[config.mk]
export PLATFORM = sky130hd
export DESIGN_NAME = alu_result_serializer
export DESIGN_NICKNAME = d
export VERILOG_FILES = /design/src/rtl/alu_ser_pkg.sv /design/src/rtl/ser_bit_counter.sv /design/src/rtl/alu_result_serializer.sv
export SDC_FILE = /design/constraint.sdc
export NUM_CORES = 1
export LEC_CHECK = 0
export CAP_MARGIN = 10
export CORE_MARGIN = 2
export CORE_UTILIZATION = 49
export CTS_BUF_LIST = sky130_fd_sc_hd__clkbuf_8
export CTS_CLUSTER_SIZE = 10
export DETAILED_ROUTE_END_ITERATION = 6
export GPL_TIMING_DRIVEN = 0
export PLACE_DENSITY = 0.88
export SETUP_SLACK_MARGIN = 0.5
export SLEW_MARGIN = 20
export SYNTH_ARGS = -nofsm -noshare
export SYNTH_HDL_FRONTEND = slang
export SYNTH_HIERARCHICAL = 1
export SYNTH_SLANG_ARGS = --single-unit
[constraint.sdc]
create_clock -name clk -period 2.15 [get_ports clk]
set_clock_uncertainty 0.2 [all_clocks]
set_input_delay 0.43 -clock clk [delete_from_list [all_inputs] [get_ports clk]]
set_output_delay 0.43 -clock clk [all_outputs]
set_load 0.02 [all_outputs]
[src/rtl/alu_ser_pkg.sv]
// rtl/alu_ser_pkg.sv - shared state enum and default constants for the ALU result serializer (ALU_SER_PARITY_EN adds PARITY)
package alu_ser_pkg;

    localparam int DEFAULT_WIDTH     = 32;
    localparam bit DEFAULT_MSB_FIRST = 1'b1;

    typedef enum logic [1:0] {
        IDLE   = 2'd0,
        SHIFT  = 2'd1
`ifdef ALU_SER_PARITY_EN
        , PARITY = 2'd2
`endif
    } ser_state_e;

endpackage

[src/rtl/ser_bit_counter.sv]
// rtl/ser_bit_counter.sv - loadable down-counter with zero flag that paces the data bits of a frame
module ser_bit_counter #(
    parameter int CW = 5
) (
    input  logic          clk,
    input  logic          rst_n,
    input  logic          load_i,
    input  logic [CW-1:0] load_value_i,
    input  logic          dec_i,
    output logic          zero_o
);

    logic [CW-1:0] count_q, count_d;

    always_comb begin
        count_d = count_q;
        if (load_i) begin
            count_d = load_value_i;
        end else if (dec_i && (count_q != '0)) begin
            count_d = count_q - 1'b1;
        end
    end

    always_ff @(posedge clk or negedge rst_n) begin
        if (!rst_n) begin
            count_q <= '0;
        end else begin
            count_q <= count_d;
        end
    end

    assign zero_o = (count_q == '0);

endmodule

[src/rtl/alu_result_serializer.sv]
// rtl/alu_result_serializer.sv - parallel-to-serial frame transmitter; ALU_SER_PARITY_EN appends an even-parity bit
module alu_result_serializer
    import alu_ser_pkg::*;
#(
    parameter int WIDTH     = DEFAULT_WIDTH,
    parameter bit MSB_FIRST = DEFAULT_MSB_FIRST
) (
    input  logic             clk,
    input  logic             rst_n,
    input  logic             load_valid,
    output logic             load_ready,
    input  logic [WIDTH-1:0] load_data,
    output logic             sdata,
    output logic             sframe,
    output logic             done
);

    localparam int CW = $clog2(WIDTH);

    ser_state_e       state_q, state_d;
    logic [WIDTH-1:0] shift_q, shift_d;
    logic             sdata_q, sdata_d;
    logic             sframe_q, sframe_d;
    logic             done_q, done_d;
    logic             cnt_load, cnt_dec, cnt_zero;
`ifdef ALU_SER_PARITY_EN
    logic             parity_q, parity_d;
`endif

    ser_bit_counter #(.CW(CW)) u_bit_counter (
        .clk          (clk),
        .rst_n        (rst_n),
        .load_i       (cnt_load),
        .load_value_i (CW'(WIDTH - 1)),
        .dec_i        (cnt_dec),
        .zero_o       (cnt_zero)
    );

    assign load_ready = (state_q == IDLE);

    // The shift register always holds the bits still to be sent, next one at the outgoing end.
    always_comb begin
        state_d  = state_q;
        shift_d  = shift_q;
        sdata_d  = 1'b0;
        sframe_d = 1'b0;
        done_d   = 1'b0;
        cnt_load = 1'b0;
        cnt_dec  = 1'b0;
`ifdef ALU_SER_PARITY_EN
        parity_d = parity_q;
`endif
        case (state_q)
            IDLE: begin
                if (load_valid) begin
                    state_d  = SHIFT;
                    cnt_load = 1'b1;
                    sframe_d = 1'b1;
                    sdata_d  = MSB_FIRST ? load_data[WIDTH-1] : load_data[0];
                    shift_d  = MSB_FIRST ? (load_data << 1) : (load_data >> 1);
`ifdef ALU_SER_PARITY_EN
                    parity_d = ^load_data;
`endif
                end
            end
            SHIFT: begin
                if (cnt_zero) begin
`ifdef ALU_SER_PARITY_EN
                    state_d  = PARITY;
                    sframe_d = 1'b1;
                    sdata_d  = parity_q;
`else
                    state_d  = IDLE;
                    done_d   = 1'b1;
`endif
                end else begin
                    cnt_dec  = 1'b1;
                    sframe_d = 1'b1;
                    sdata_d  = MSB_FIRST ? shift_q[WIDTH-1] : shift_q[0];
                    shift_d  = MSB_FIRST ? (shift_q << 1) : (shift_q >> 1);
                end
            end
`ifdef ALU_SER_PARITY_EN
            PARITY: begin
                state_d = IDLE;
                done_d  = 1'b1;
            end
`endif
            default: begin
                state_d = IDLE;
            end
        endcase
    end

    always_ff @(posedge clk or negedge rst_n) begin
        if (!rst_n) begin
            state_q  <= IDLE;
            shift_q  <= '0;
            sdata_q  <= 1'b0;
            sframe_q <= 1'b0;
            done_q   <= 1'b0;
        end else begin
            state_q  <= state_d;
            shift_q  <= shift_d;
            sdata_q  <= sdata_d;
            sframe_q <= sframe_d;
            done_q   <= done_d;
        end
    end

`ifdef ALU_SER_PARITY_EN
    always_ff @(posedge clk or negedge rst_n) begin
        if (!rst_n) begin
            parity_q <= 1'b0;
        end else begin
            parity_q <= parity_d;
        end
    end
`endif

    assign sdata  = sdata_q;
    assign sframe = sframe_q;
    assign done   = done_q;

endmodule
==> metrics <==
post-synthesis cell type count 33; DRT antenna net count 0; FF-to-FF path depth 10; pre-CTS setup slack -0.2976 ns; layout cells sized above 1 27.74%; initial antenna violation count 0; setup ws final -0.1757 ns; HPWL after DPL 3.291 mm; critical path launch point type flip-flop; cell count after synthesis ~210; first-pass GRT wire length 9.287 mm; number of global-route vias before repair between 1.5k and 2k; ant diodes 0; Syn-to-layout area delta 47.62%; HP Start u_bit_counter/count_q[4]$_DFFE_PN0P_; setup violators final 33; Post-synth top flop dfrtp_1; Critical Path Sink Type flip-flop; Seq/Total Area, Yosys 44.72%; RePlAce Congestion 0.8002; Crit Path Class flip-flop to flip-flop; Core Area about 4400 um^2; CTS tree yes; Post-Route WL 6.175 mm; clk root buf clkbuf_8; cell taking the most area after synthesis dfrtp_1; drc violations 0; Die Span Y 71.59 um; Commonest cells post-synth 40 x dfrtp_1, 34 x a21oi_1, 31 x nor2b_1, 30 x mux2i_1, 29 x a211oi_1; LEAKAGE 1.293 nW; Final Net Count 327; All-Layer GR Usage about a quarter; Worst-Skew Late Latency 0.29 ns; final hold vios 0; synthesized flop and latch total 40; synth top area cells dfrtp_1 45%, mux2i_1 13%, a211oi_1 9.7%; minimum clock period after layout 2.326 ns; CP Max Fanout 6; Initial Util between 50% and 60%; Hold Crit Class flip-flop to flip-flop; Power Density 1223 nW/um^2; dpl cell area 2720 um^2; worst hold stages 2; R2R Path Start u_bit_counter/count_q[0]$_DFFE_PN0P_; Final period util 108.2%; count leader, synth dfrtp_1; status complete, but fails checks; Syn Area/Cell 10.46 um^2; area of the die 5125 um^2; Pre-antenna DRT Iters 4; CTS sink cnt 40; CP arrival 2.27 ns; Vias between 1.5k and 2k; mapped cell area between 2000 and 2500 um^2; Site Rows 24; die width 71.59 um; grt total ovfl 0; Worst R2R Setup Slack -0.18 ns; Post-synth ARST share 100.0%; CTS Buf Count 5; PortBufs 38; drt wl/cell 17.95 um; Clock Tree Buf Depth 2; yosys synthesis warning count 6; worst path required time 2.09 ns; RSZ-0062 raised after global routing true; WHS Endpoint u_bit_counter/count_q[4]$_DFFE_PN0P_; fmax 430.0 MHz; VDD IR-drop max about 0.63 mV; pin count of the biggest net entering global routing 27; DR iter-0 viols 167; FF-to-FF End shift_q[2]$_DFFE_PN0P_; max_cap viols 0; number of synthesized flops with an enable pin 0; CTS H-tree lvls 2; routed vias/inst approximately 5.7; IO Pins 39; Worst-path clk slew ~0.080 ns; failing checks negative setup slack; Final Instance Area 3304 um^2; Synth top area share 44.72%; Slew Limit Fails 0
cell families (layout without fill, tap and decap cells):
| family | after synthesis | after routing | share of synthesized area [%] |
|---|---|---|---|
| DFF | 40 | 40 | 44.72 |
| and+or+nand+nor | 47 | 47 | 13.92 |
| buffers and inverters | 23 | 97 | 6.651 |
| AOI/OAI and AO/OA | 72 | 72 | 20.57 |
| adders and majority gates | 1 | 1 | 0.5589 |
| other | 1 | 5 | 0.1675 |
| muxes | 30 | 30 | 13.42 |
final cells by class:
cell class | count | area (um^2)
Clock buffer | 6 | 82.58
Timing Repair Buffer | 66 | 713.2
Tap cell | 52 | 65.06
Sequential cell | 40 | 1001
Buffer | 18 | 181.4
Fill cell | 271 | 1080
Inverter | 5 | 26.28
Clock inverter | 2 | 7.507
Multi-Input combinational cell | 155 | 1227
sequential cells by signal, summed over array words and instances, names as in the netlist:
signal,cells
state_q,1
shift_q,31
u_bit_counter/count_q,5
sframe,1
done,1
sdata,1
worst max-delay path, stage by stage, from the launching register on:
cell     delay (ns)
dfrtp_1        0.40
inv_2          0.08
ha_4           0.12
or4b_4         0.48
inv_4          0.09
buf_6          0.12
buf_12         0.12
buf_12         0.11
buf_12         0.11
mux2i_4        0.22
a21oi_1        0.12
power breakdown:
group          internal (mW)  switching, mW  total [mW]  leakage (nW)
combinational           1.17          0.910        2.08         0.784
sequential              1.12          0.328        1.45         0.455
clock                  0.252          0.258       0.510        0.0538
cell usage in the layout (no fill, tap or decap), types with 3 or more instances in the layout:
master,Yosys,routed
buf_12,0,8
buf_4,3,18
a211oi_1,29,29
mux2i_4,0,4
clkdlybuf4s50_1,0,33
nor2b_1,31,31
clkbuf_1,4,3
buf_6,6,7
buf_16,0,3
conb_1,1,5
dfrtp_1,40,40
buf_2,5,7
mux2i_1,30,24
inv_1,5,3
clkbuf_8,0,6
a21oi_2,1,4
a21oi_1,34,31
dlygate4sd2_1,0,3
metrics by stage:
| step | TNS, ns | cells | utilization [%] | total power, mW | hold WS, ns |
|---|---|---|---|---|---|
| 6_report | -2.478 | 344 | 75.37 | 4.040 | 0.3605 |
| 5_1_grt | -4.811 | 344 | 75.37 | 4.265 | 0.3774 |
| 3_3_place_gp | -22.98 | 308 | 61.70 | 2.741 | 0.3143 |
| 2_1_floorplan | -0.1506 | 218 | - | 2.419 | -0.06559 |
| 3_5_place_dp | -0.3323 | 309 | 62.04 | 2.819 | 0.1625 |
| 4_1_cts | -0.5437 | 333 | 71.18 | 3.638 | 0.3608 |
what timing repair did:
item | 4_1_cts | 5_1_grt
resized for setup | 32 | 24
endpoints found under the hold margin | 14 | 0
hold buffers | 1 | 0
cloned | 3 | 1
pin swaps | 30 | 10
setup endpoints to repair | 44 | 41
buffers inserted | 12 | 10
how the worst max path moves through the flow:
stage / cells after the start / end / startpoint
6_report: 10 / shift_q[2]$_DFFE_PN0P_ / u_bit_counter/count_q[0]$_DFFE_PN0P_
5_1_grt: 10 / shift_q[2]$_DFFE_PN0P_ / u_bit_counter/count_q[0]$_DFFE_PN0P_
4_1_cts: 9 / u_bit_counter/count_q[3]$_DFFE_PN0P_ / u_bit_counter/count_q[0]$_DFFE_PN0P_
3_5_place_dp: 9 / u_bit_counter/count_q[3]$_DFFE_PN0P_ / u_bit_counter/count_q[0]$_DFFE_PN0P_
3_3_place_gp: 1 / shift_q[5]$_DFFE_PN0P_ / rst_n
2_1_floorplan: 9 / u_bit_counter/count_q[3]$_DFFE_PN0P_ / u_bit_counter/count_q[0]$_DFFE_PN0P_
routing by layer:
layer | part of all wire, % | GRT usage, % | vias to the layer above
met2 | 51 | 39.09 | 63
met3 | 4.6 | 6.048 | 11
li1 | - | - | 921
met5 | 0 | 0 | -
met1 | 42 | 29.92 | 956
met4 | 2.1 | 9.853 | 0
No activity file was read; power rests on OpenSTA's default activity.
